File: config.mk
export PLATFORM = sky130hd
export DESIGN_NAME = rv_memory_arbiter
export DESIGN_NICKNAME = d
export VERILOG_FILES = /design/src/rtl/rv_memory_pkg.sv /design/src/rtl/rv_round_robin_arbiter.sv /design/src/rtl/rv_memory_arbiter.sv
export SDC_FILE = /design/constraint.sdc
export NUM_CORES = 1
export LEC_CHECK = 0
export CORE_AREA = 2 2 117 119
export CTS_CLUSTER_DIAMETER = 200
export DETAILED_ROUTE_END_ITERATION = 8
export DIE_AREA = 0 0 119 121
export PLACE_DENSITY_LB_ADDON = 0.25
export SETUP_SLACK_MARGIN = 0.15
export SKIP_CTS_REPAIR_TIMING = 1
export SYNTH_ARGS = -nofsm -noshare
export SYNTH_HDL_FRONTEND = slang
export SYNTH_HIERARCHICAL = 1
export SYNTH_SLANG_ARGS = --single-unit
File: constraint.sdc
create_clock -name clk -period 10.7 [get_ports clk]
set_input_delay 2.14 -clock clk [delete_from_list [all_inputs] [get_ports clk]]
set_output_delay 2.14 -clock clk [all_outputs]
set_load 0.01 [all_outputs]
File: src/rtl/rv_memory_pkg.sv
// rtl/rv_memory_pkg.sv - shared types and helpers for the memory arbiter
package rv_memory_pkg;

    // Arbiter view of the RAM: nothing outstanding, or one read response owed
    typedef enum logic {
        IDLE = 1'b0,
        PEND = 1'b1
    } arb_state_t;

    // Bits needed to hold a port index
    function automatic int clog2(input int n);
        int r;
        r = 0;
        for (int i = 0; i < 32; i++) begin
            if ((1 << r) < n) begin
                r = r + 1;
            end
        end
        return r;
    endfunction

endpackage

File: src/rtl/rv_round_robin_arbiter.sv
// rtl/rv_round_robin_arbiter.sv - combinational round-robin pick starting after last_grant
module rv_round_robin_arbiter
    import rv_memory_pkg::*;
#(
    parameter int PORTS = 4,
    localparam int IW = clog2(PORTS)
) (
    input  logic [PORTS-1:0] request,
    input  logic [IW-1:0]    last_grant,
    output logic [PORTS-1:0] grant,
    output logic [IW-1:0]    grant_index
);

    int          idx;
    logic [IW-1:0] sel;
    logic        found;

    // Walk the ports from last_grant+1 around to last_grant; first requester wins
    always_comb begin
        grant       = '0;
        grant_index = '0;
        found       = 1'b0;
        idx         = 0;
        sel         = '0;
        for (int off = 1; off <= PORTS; off++) begin
            idx = int'(last_grant) + off;
            if (idx >= PORTS) begin
                idx = idx - PORTS;
            end
            sel = IW'(idx);
            if (!found && request[sel]) begin
                found       = 1'b1;
                grant[sel]  = 1'b1;
                grant_index = sel;
            end
        end
    end

endmodule

File: src/rtl/rv_memory_arbiter.sv
// rtl/rv_memory_arbiter.sv - shares one single-port RAM among PORTS requesters (optional RV_MEMORY_ARBITER_LOCK_EN)
module rv_memory_arbiter
    import rv_memory_pkg::*;
#(
    parameter int PORTS      = 4,
    parameter int DATA_WIDTH = 32,
    parameter int ADDR_WIDTH = 10
) (
    input  logic                                 clk,
    input  logic                                 rst,
    input  logic [PORTS-1:0]                     req_valid,
    output logic [PORTS-1:0]                     req_ready,
    input  logic [PORTS-1:0]                     req_write_enable,
    input  logic [PORTS-1:0][ADDR_WIDTH-1:0]     req_addr,
    input  logic [PORTS-1:0][DATA_WIDTH-1:0]     req_data,
    output logic [PORTS-1:0]                     resp_valid,
    input  logic [PORTS-1:0]                     resp_ready,
    output logic [DATA_WIDTH-1:0]                resp_data,
`ifdef RV_MEMORY_ARBITER_LOCK_EN
    input  logic [PORTS-1:0]                     req_lock,
`endif
    output logic                                 mem_enable,
    output logic                                 mem_write_enable,
    output logic [ADDR_WIDTH-1:0]                mem_addr,
    output logic [DATA_WIDTH-1:0]                mem_data_in,
    input  logic [DATA_WIDTH-1:0]                mem_data_out
);

    localparam int            IW         = clog2(PORTS);
    localparam logic [IW-1:0] LAST_RESET = IW'(PORTS - 1);

    arb_state_t      state;
    logic [IW-1:0]   owner;
    logic [IW-1:0]   last_grant;
    logic [PORTS-1:0] resp_valid_q;

    logic            can_grant;
    logic [PORTS-1:0] arb_request;
    logic [PORTS-1:0] grant;
    logic [IW-1:0]   grant_index;
    logic            grant_valid;

    // A new access may issue when nothing is owed, or the owner drains its response this cycle;
    // held off entirely while reset is asserted
    assign can_grant = rst && ((state == IDLE) || resp_ready[owner]);

`ifdef RV_MEMORY_ARBITER_LOCK_EN
    logic lock_active;
    logic lock_hold;

    // The locked port is always the most recent grant, so last_grant names it
    assign lock_hold = lock_active && req_valid[last_grant];

    // While locked, only the lock holder is offered to the arbiter
    always_comb begin
        arb_request = '0;
        if (can_grant) begin
            if (lock_hold) begin
                arb_request[last_grant] = 1'b1;
            end else begin
                arb_request = req_valid;
            end
        end
    end

    // Lock is taken or released by the req_lock of each grant, and lost if the holder goes away
    always_ff @(posedge clk or negedge rst) begin
        if (!rst) begin
            lock_active <= 1'b0;
        end else if (grant_valid) begin
            lock_active <= req_lock[grant_index];
        end else if (lock_active && !req_valid[last_grant]) begin
            lock_active <= 1'b0;
        end
    end
`else
    assign arb_request = can_grant ? req_valid : '0;
`endif

    rv_round_robin_arbiter #(
        .PORTS(PORTS)
    ) u_rr (
        .request    (arb_request),
        .last_grant (last_grant),
        .grant      (grant),
        .grant_index(grant_index)
    );

    assign grant_valid      = |grant;
    assign req_ready        = grant;
    assign mem_enable       = grant_valid;
    assign mem_write_enable = grant_valid && req_write_enable[grant_index];
    assign mem_addr         = req_addr[grant_index];
    assign mem_data_in      = req_data[grant_index];
    assign resp_valid       = resp_valid_q;
    // RAM output holds while mem_enable is low, so it doubles as the response register
    assign resp_data        = mem_data_out;

    // Arbiter FSM: reads open a pending response, drained responses return to IDLE
    always_ff @(posedge clk or negedge rst) begin
        if (!rst) begin
            state        <= IDLE;
            owner        <= '0;
            last_grant   <= LAST_RESET;
            resp_valid_q <= '0;
        end else begin
            if (grant_valid) begin
                last_grant <= grant_index;
            end
            if (grant_valid && !req_write_enable[grant_index]) begin
                state        <= PEND;
                owner        <= grant_index;
                resp_valid_q <= grant;
            end else if ((state == PEND) && resp_ready[owner]) begin
                state        <= IDLE;
                resp_valid_q <= '0;
            end
        end
    end

endmodule
# Word-level counts from Yosys, hierarchy flattened
# Cells that the tools add are included.
[totals]
regBits = 9
output_inout_bits = 84
word_cells = 92
[classes]
n_addsub = 8
order_cmp = 14
muxes = 44
bitwise = 4
reduce_logical = 18
[ops]
columns = ["op", "n"]
rows = [
  ["32-bit binary-select mux with 2-bit select", 1],
  ["32-bit two-way mux", 1],
  ["4-bit two-way mux", 7],
  ["10-bit binary-select mux with 2-bit select", 1],
  ["2-bit by 3-bit < comparator with 1-bit output (second input constant)", 6],
  ["2-bit two-way mux", 8],
  ["1-bit two-way mux", 15],
  ["1-bit binary-select mux with 2-bit select", 6],
  ["4-bit bitwise OR", 3],
  ["1-bit logical AND", 11],
  ["10-bit two-way mux", 1],
  ["3-bit >= comparator (second input constant)", 3],
  ["1-bit demux with 2-bit select", 4],
  ["2-bit by 1-bit >= comparator with 1-bit output (second input constant)", 4],
  ["2-bit by 1-bit subtractor with 2-bit output (second input constant)", 4],
  ["2-bit by 2-bit adder with 3-bit output (second input constant)", 2],
  ["2-bit by 3-bit adder with 4-bit output (second input constant)", 1],
  ["4-bit by 3-bit >= comparator with 1-bit output (second input constant)", 1],
  ["1-bit logical NOT", 4],
  ["4-bit OR reduction", 1],
  ["2-bit by 1-bit adder with 3-bit output (second input constant)", 1],
  ["2-bit nonzero test", 1],
  ["1-bit logical OR", 1],
  ["1-bit inverter", 1],
]

# Depth between registers and ports, before layout
# Gate-level depths: netlist of the first run.
[logic_depth]
ltp_word = 22
ltp_mapped = 13

# Hierarchy
# The synthesis of the first run kept the hierarchy.
[modules_own_cells]
columns = ["mod", "n_inst", "cells_each", "area_per_inst_um2"]
rows = [
  ["rv_memory_arbiter", 1, 123, 1745.4],
  ["rv_round_robin_arbiter", 1, 59, 490.5],
]

# Least setup slack after synthesis of the first run
# OpenSTA, ideal clock, no wires.
[synth_path]
path_type = "input -> output"
start = "input resp_ready[3]"
end = "output mem_addr[2]"
arrival_ns = 4.993
path_slack_ns = 3.567
cell_stages = 10
cell_sequence = "mux4_2 o21a_1 and2_1 buf_6 mux4_2 o21ai_1 a2bb2oi_1 buf_6 buf_2 mux4_2"
[synth_via]
elab_chain_len = 19
[synth_rtl]
columns = ["element", "line", "rtl"]
rows = [
  ["start, declared", "rv_memory_arbiter.sv:17", "input logic [PORTS-1:0] resp_ready,"],
  ["1-bit binary-select mux with 2-bit select (*)", "rv_memory_arbiter.sv:45", "assign can_grant = rst && ((state == IDLE) || resp_ready[owner]);"],
  ["1-bit two-way mux (not written as such) (*)", "rv_memory_arbiter.sv:45", ""],
  ["1-bit logical OR (*)", "rv_memory_arbiter.sv:45", ""],
  ["1-bit logical AND (*)", "rv_memory_arbiter.sv:45", ""],
  ["4-bit two-way mux (*)", "rv_memory_arbiter.sv:77", "assign arb_request = can_grant ? req_valid : '0;"],
  ["via arb_request[2]", "rv_memory_arbiter.sv:38", "logic [PORTS-1:0] arb_request;"],
  ["1-bit binary-select mux with 2-bit select", "rv_round_robin_arbiter.sv:31", "if (!found && request[sel]) begin"],
  ["1-bit two-way mux (not written as such)", "rv_round_robin_arbiter.sv:31", ""],
  ["[... 5 more ...]", "--", ""],
  ["1-bit logical AND", "rv_round_robin_arbiter.sv:31", ""],
  ["1-bit two-way mux", "rv_round_robin_arbiter.sv:31", ""],
  ["1-bit logical NOT", "rv_round_robin_arbiter.sv:31", ""],
  ["1-bit logical AND", "rv_round_robin_arbiter.sv:31", ""],
  ["2-bit two-way mux (*)", "rv_round_robin_arbiter.sv:31", ""],
  ["via grant_index[0]", "rv_memory_arbiter.sv:40", "logic [IW-1:0] grant_index;"],
  ["10-bit binary-select mux with 2-bit select (*)", "rv_memory_arbiter.sv:93", "assign mem_addr = req_addr[grant_index];"],
  ["10-bit two-way mux (not written as such) (*)", "rv_memory_arbiter.sv:93", ""],
  ["end, declared", "rv_memory_arbiter.sv:24", "output logic [ADDR_WIDTH-1:0] mem_addr,"],
]
# Mark *: on every way through the listed nets, which the timed path passes. The rest lies on a longest branch. The select of a mux whose other input is x is not followed.

# Worst setup path after layout of the first run
[layout_path]
start = "input resp_ready[3]"
end = "output mem_write_enable"
[layout_via]
elab_chain_len = 20
[layout_rtl]
columns = ["element", "line", "rtl"]
rows = [
  ["1-bit binary-select mux with 2-bit select (*)", "rv_memory_arbiter.sv:45", ""],
  ["1-bit two-way mux (not written as such) (*)", "rv_memory_arbiter.sv:45", ""],
  ["1-bit logical OR (*)", "rv_memory_arbiter.sv:45", ""],
  ["1-bit logical AND (*)", "rv_memory_arbiter.sv:45", ""],
  ["4-bit two-way mux (*)", "rv_memory_arbiter.sv:77", ""],
  ["via arb_request[2]", "rv_memory_arbiter.sv:38", ""],
  ["1-bit binary-select mux with 2-bit select", "rv_round_robin_arbiter.sv:31", ""],
  ["1-bit two-way mux (not written as such)", "rv_round_robin_arbiter.sv:31", ""],
  ["[... 6 more ...]", "--", ""],
  ["1-bit two-way mux", "rv_round_robin_arbiter.sv:31", ""],
  ["1-bit logical NOT", "rv_round_robin_arbiter.sv:31", ""],
  ["1-bit logical AND", "rv_round_robin_arbiter.sv:31", ""],
  ["2-bit two-way mux (*)", "rv_round_robin_arbiter.sv:31", ""],
  ["via grant_index[0]", "rv_memory_arbiter.sv:40", ""],
  ["1-bit binary-select mux with 2-bit select (*)", "rv_memory_arbiter.sv:92", "assign mem_write_enable = grant_valid && req_write_enable[grant_index];"],
  ["1-bit two-way mux (not written as such) (*)", "rv_memory_arbiter.sv:92", ""],
  ["1-bit logical AND (*)", "rv_memory_arbiter.sv:92", ""],
  ["end, declared", "rv_memory_arbiter.sv:23", "output logic mem_write_enable,"],
]
# Marked as above.

==> results of run 1 <==
==> flip-flops by register name (all words and copies together), names as in the netlist <==
name,flops
last_grant,2
owner,2
resp_valid,4
state,1
==> final cells by class <==
type                    instances  area, sq um  share of cell area
repair buffers                235         2360               0.515
multi-input cells             121         1670               0.365
flip-flops and latches          9          228              0.0497
well taps                     176          220              0.0481
clock buffers                   4         78.8              0.0172
inverters                       6         22.5             0.00492
==> per-stage QoR <==
stage          hold WS [ns]  instance area (sq um)  utilization  cells  total power, mW
3_3_place_gp          0.514                   4500        0.344    547             1.57
6_report              0.533                   4580        0.350    551             1.61
5_1_grt               0.554                   4580        0.350    551             1.73
3_5_place_dp          0.514                   4500        0.344    547             1.56
4_1_cts               0.533                   4580        0.350    551             1.64
2_1_floorplan         0.545                   2240            -    182            0.971
==> worst min path at each step <==
stage | start | to | slack (ns) | cells past startpoint
floorplan | state | state | 0.55 | 2
global placement | resp_valid[2] | resp_valid[2] | 0.51 | 1
detailed placement | resp_valid[3] | resp_valid[3] | 0.51 | 1
CTS | resp_valid[3] | resp_valid[3] | 0.53 | 1
global route | resp_valid[3] | resp_valid[3] | 0.55 | 1
finish | resp_valid[1] | resp_valid[1] | 0.53 | 1
==> where the power goes <==
part / total (mW) / switching, mW / internal [mW] / leakage, nW
combinational: 1.46 / 0.590 / 0.870 / 1.48
clock: 0.0659 / 0.0161 / 0.0498 / 0.0382
sequential: 0.0814 / 0.0260 / 0.0554 / 0.110
total: 1.61 / 0.632 / 0.975 / 1.63
==> cells by family after synthesis <==
| family | Yosys count | synth area share |
|---|---|---|
| buffers and inverters | 52 | 0.159 |
| AOI/OAI and AO/OA | 30 | 0.114 |
| adders and majority gates | 8 | 0.0448 |
| DFF | 9 | 0.102 |
| and+or+nand+nor | 27 | 0.0655 |
| muxes | 56 | 0.515 |
==> layout by cell type (no fill, tap or decap), drive strengths merged, types with 2 or more instances in the layout <==
| master | count |
|---|---|
| a21oi | 2 |
| ha | 8 |
| nor2 | 4 |
| dfrtp | 7 |
| mux2i | 4 |
| and2 | 4 |
| inv | 5 |
| mux2 | 6 |
| dfstp | 2 |
| buf | 2 |
| a22oi | 2 |
| o21ai | 9 |
| and3b | 2 |
| clkbuf | 4 |
| clkdlybuf4s50 | 233 |
| and2b | 2 |
| a32o | 4 |
| nand2 | 10 |
| mux4 | 46 |
| a221o | 4 |
==> metal layers <==
metal,GRT usage,wire (um),vias to the layer above
li1,-,-,1094
met1,0.150,3760,1192
met2,0.245,5110,151
met3,0.0399,879,2
met4,0.00744,6,0
met5,0,0,-
==> impl_results.md, run 1 <==
* Setup TNS at 0 ns
* Endpoint type of the worst setup path: output pin
* Clk pin slew, worst setup/hold paths at 0.04 ns
* Port-buffer cells at 233
* Fin. max-slew vios at 0
* Crit path max-delay family: compound AO/OA/AOI/OAI gates
* Post-synth EDFFs at 0
* Most used flip-flop cell after synthesis: dfrtp_1
* Vias per Instance at 4.43
* Syn Inst Count at 182
* Max-capacitance violation count at 0
* Worst vdd rail ir drop at roughly 0.19 mV
* Root buffer selected by CTS: clkbuf_16
* Capture point of the critical path: mem_write_enable
* Largest net degree at the start of global routing at 28
* CTS H-Tree Depth at 1
* Worst-margin pin slew at 0.962 ns
* Via count at roughly 2400
* Ant. Diodes at 0
* Detailed Route WL at 9.76 mm
* CP bufs+invs at 3
* TritonCTS clock tree: done
* Tcrit/Tclk final at 0.820
* WS Path Type: in2out
* Final worst slack at 1.92 ns
* Later-pin clock latency in the skew report at between 0.2 and 0.25 ns
* Crit path arrival time at 6.64 ns
* Gr usage total at 0.130
* Most frequent cells after synthesis: 46 x mux4_2, 33 x buf_4, 10 x nand2_1
* Worst Hold Class: reg2reg
* Crit-path most repeated cell: clkdlybuf4s50_1
* Syn Std Cell Area at 2240 sq um
* Initial Util at 0.171
* Detailed Place HPWL at ~8.3 mm
* Ports at 298
* Clock Skews at 0.00174 ns
* Gpl congestion at 0.842
* RSZ-0062 raised after global routing: no
* Worst path max stage delay at around 0.8 ns
* Worst r2r src: owner[0]
* Status: finished, final reports clean
* Data required, critical path at roughly 8.6 ns
* Pwr Density at around 350 nW/um^2
* Die width at 119 um
* Levels on crit path at 12
* Syn Nets at between 400 and 500
* Critical path peak fanout at 27
* Slew headroom at 0.356
* Crit path launch: resp_ready[3]
* Final Hold Fails at 0
* Clk buf depth at 2
* Fmax at 114 MHz
* Crit-path cells: clkdlybuf4s50_1 > mux4_2 > o21a_1 > and2_1 > and3b_1 > a21oi_1 > o41ai_2 > a2bb2oi_4 > buf_12 > mux2_2 > nor2_1 > clkdlybuf4s50_1
* Rows at 42
* Filler cells at 1287
* Vias in the first global route at 2637
* Drt pass-1 iters at 4
* Dpl ws at between 1.5 and 2 ns
* Initial antenna violation count at 0
* Sequential area share after synthesis at 0.102
* Post-synth top area share at 0.463
* Cell taking the most area after synthesis: mux4_2
* #FFs+latches synth at 9
* Core area at 13100 sq um
* Routed Antenna Nets at 0
* Critical Path Start Type: input port
* Cell with the most instances after synthesis: mux4_2
* Chip Height at about 120 um
* Clock Sinks at 9
* Synth top area cells: mux4_2 46%, buf_4 11%, dfrtp_1 7.8%, ha_1 4.5%, dfstp_2 2.4%
* Syn avg cell area at 12.3 sq um
* Final min period at 8.78 ns
* CTS buffer count at 3
* Area growth from synthesis to layout at 105%
* Slowest CP cell: a2bb2oi_4
* Worst reg2reg path endpoint: owner[0]
* Avg WL per Cell at 17.7 um
* Synth cell types at between 40 and 50
* R2r worst-path depth at 11
* R2r setup slk at 5.93 ns
* Die area at between 10000 and 15000 sq um
* YS warnings at 6
* Share of cells above drive strength 1 at 0.179
* DRC at 0
* GR Overflow Total at 0
* First-pass GRT wire length at 14.9 mm
* Nets@finish at ~600
* Initial DRC count at 67
* Leak pwr at 1.63 nW
* Async set-reset flop share out of synthesis at 1.00
* Final setup vio count at 0
Note: power is estimated with default switching activity, not from simulation.
==> run 2: changes to the inputs <==
--- a/config.mk
+++ b/config.mk
@@ -5,10 +5,10 @@
 export SDC_FILE = /design/constraint.sdc
 export NUM_CORES = 1
 export LEC_CHECK = 0
-export CORE_AREA = 2 2 117 119
+export CORE_AREA = 2 2 114 116
 export CTS_CLUSTER_DIAMETER = 200
 export DETAILED_ROUTE_END_ITERATION = 8
-export DIE_AREA = 0 0 119 121
+export DIE_AREA = 0 0 116 118
 export PLACE_DENSITY_LB_ADDON = 0.25
 export SETUP_SLACK_MARGIN = 0.15
 export SKIP_CTS_REPAIR_TIMING = 1
==> constraint.sdc (replaced) <==
create_clock -name clk -period 8.01 [get_ports clk]
set_input_delay 1.602 -clock clk [delete_from_list [all_inputs] [get_ports clk]]
set_output_delay 1.602 -clock clk [all_outputs]
set_load 0.01 [all_outputs]
==> impl_results.md, run 2 (synthesis gave the netlist of run 1 again) <==
* Initial DRC count at 124 (+85%)
* Crit-path cells: clkdlybuf4s50_1 > mux4_2 > o21a_1 > and2_1 > and3b_1 > a21oi_1 > o41ai_2 > a2bb2oi_4 > buf_12 > mux4_2 > clkdlybuf4s50_1
* Die area at 13700 sq um (-4.9%)
* Cell count after placement at 545 (-0.37%)
* Clock Skews at 0.00182 ns (+0.0000816 ns)
* Ant. Diodes at 0 (unchanged)
* Initial antenna violation count at 0 (unchanged)
* R2r worst-path depth at 11 (unchanged)
* Worst vdd rail ir drop at 0.328 mV (+74%)
* Share of cells above drive strength 1 at 0.183 (+0.00436)
* Pwr Density at 475 nW/um^2 (+35%)
* Via count at 2444 (+0.21%)
* Largest net degree at the start of global routing at 47 (+68%)
* Sw Ratio at 0.395 (+0.00221)
* TritonCTS clock tree: done
* Final Hold Fails at 0 (unchanged)
* Vias per Instance at 4.45 (+0.57%)
* Slew headroom at 0.487 (+0.131)
* Final hold slack at 0.536 ns (+0.00207 ns)
* Root buffer selected by CTS: clkbuf_16
* Max reg flops at 4 (unchanged)
* Chip Height at 118 um (-2.5%)
* Worst r2r src: owner[0]
* Gpl congestion at 0.832 (-1.2%)
* Crit path launch: resp_ready[0]
* Drt pass-1 iters at 4 (unchanged)
* Initial Util at 0.180 (+0.00923)
* Fmax at around 140 MHz
* Final Util at 0.370 (+0.0197)
* Vias in the first global route at 2617 (-0.76%)
* Leak pwr at 1.64 nW (+0.60%)
* Slowest CP cell: o41ai_2
* Clock power frac at 0.040 (about the same)
* Detailed Route WL at 9.84 mm (+0.82%)
* Nets@finish at 600 (+0.33%)
* Worst reg2reg path endpoint: owner[1]
* Critical Path Start Type: input port
* Worst Hold Class: reg2reg
* Worst path max stage delay at 0.63 ns (-0.15 ns)
* CTS H-Tree Depth at 1 (unchanged)
* Later-pin clock latency in the skew report at 0.23 ns (about the same)
* First-pass GRT wire length at 14.6 mm (-1.8%)
* Commonest cells after routing, fill and taps aside: 233 x clkdlybuf4s50_1, 46 x mux4_2, 10 x nand2_1
* Internal power at 1.32 mW (+35%)
* Rows at 41 (-2.4%)
* Dpl ws at 0.821 ns (-1.03 ns)
* Area growth from synthesis to layout at 105%
* Max-capacitance violation count at 0 (unchanged)
* Status: finished, final reports clean
* Die width at 116 um (-2.5%)
* Switching power at 0.862 mW (+36%)
* Final non-filler cell total at 549 (-0.36%)
* Endpoint type of the worst setup path: output pin
* Routed Antenna Nets at 0 (unchanged)
* Data required, critical path at 6.41 ns (-2.15 ns)
* CTS buffer count at 3 (unchanged)
* Gr usage total at 0.135 (+0.00481)
* Setup TNS at 0 ns (unchanged)
* Final min period at between 7 and 8 ns
* DRC at 0 (unchanged)
* Avg WL per Cell at 17.9 um (+1.2%)
* Clock Sinks at 9 (unchanged)
* Port-buffer cells at 233 (unchanged)
* GR Overflow Total at 0 (unchanged)
* Fin. max-slew vios at 0 (unchanged)
* Crit path arrival time at 5.57 ns (-1.07 ns)
* Final worst slack at 0.838 ns (-1.08 ns)
* Flop pwr share at 0.050 (about the same)
* Core area at 12400 sq um (-5.1%)
* Worst-margin pin slew at 0.761 ns (-0.201 ns)
* Tcrit/Tclk final at 0.895
* Ports at 298 (unchanged)
* Combinational power share at 0.910 (+0.002)
* RSZ-0062 raised after global routing: no
* Commonest non-fill, non-tap cell in the layout: clkdlybuf4s50_1
* Clk buf depth at 2 (unchanged)
* Detailed Place HPWL at 8.35 mm (+0.19%)
* Capture point of the critical path: mem_data_in[31]
* Clk pin slew, worst setup/hold paths at 0.04 ns (about the same)
* R2r setup slk at 3.74 ns (-2.19 ns)
* Hold Path Origin: resp_valid[0]
* Critical path peak fanout at 46 (+70%)
* Final setup vio count at 0 (unchanged)
* WS Path Type: in2out
==> run 2: cell types whose count changed in the layout (fill, tap and decap cells not counted) <==
| cell | delta |
|---|---|
| buf_4 | +2 |
==> run 2: worst max-delay path: cells and delay by family <==
family	cells	cell delay (ns)
muxes	2	1.03
buffers and inverters	3	1.28
AOI/OAI and AO/OA	4	1.12
and+or+nand+nor	2	0.51
==> run 2: how the worst min path moves through the flow <==
stage / end / slack, ns / cells past startpoint
after floorplan: state / 0.55 / 2
after detailed placement: resp_valid[3] / 0.52 / 1
after global routing: resp_valid[2] / 0.57 / 1
after global placement: resp_valid[0] / 0.53 / 1
final: resp_valid[0] / 0.54 / 1
after CTS: resp_valid[3] / 0.54 / 1
==> run 2: area by class of cell <==
class	instances	area, sq um
Clock buffer	4	78.8
Timing Repair Buffer	237	2370
Inverter	6	22.5
Multi-Input combinational cell	121	1670
Sequential cell	9	228
Fill cell	1254	7820
Tap cell	172	215
==> run 2: power by group through the flow <==
stage / clock (mW) / sequential, mW / combinational, mW
2_1_floorplan: 0 / 0.0975 / 1.20
3_3_place_gp: 0 / 0.110 / 2.01
3_5_place_dp: 0 / 0.109 / 2.01
4_1_cts: 0.0894 / 0.110 / 2.02
5_1_grt: 0.0920 / 0.115 / 2.13
6_report: 0.0882 / 0.109 / 1.98
==> run 2: stage by stage <==
stage	total power, mW	cell area [sq um]
finish	2.18	4590
global placement	2.12	4510
floorplan	1.30	2240
detailed placement	2.12	4510
global route	2.34	4590
CTS	2.22	4590
==> run 2: layer usage <==
metal / global-route usage / part of all wire / vias up
met2: 0.251 / 0.53 / 144
met3: 0.0376 / 0.097 / 4
li1: - / - / 1097
met5: 0 / 0 / -
met4: 0.0112 / 0.0034 / 0
met1: 0.157 / 0.37 / 1199
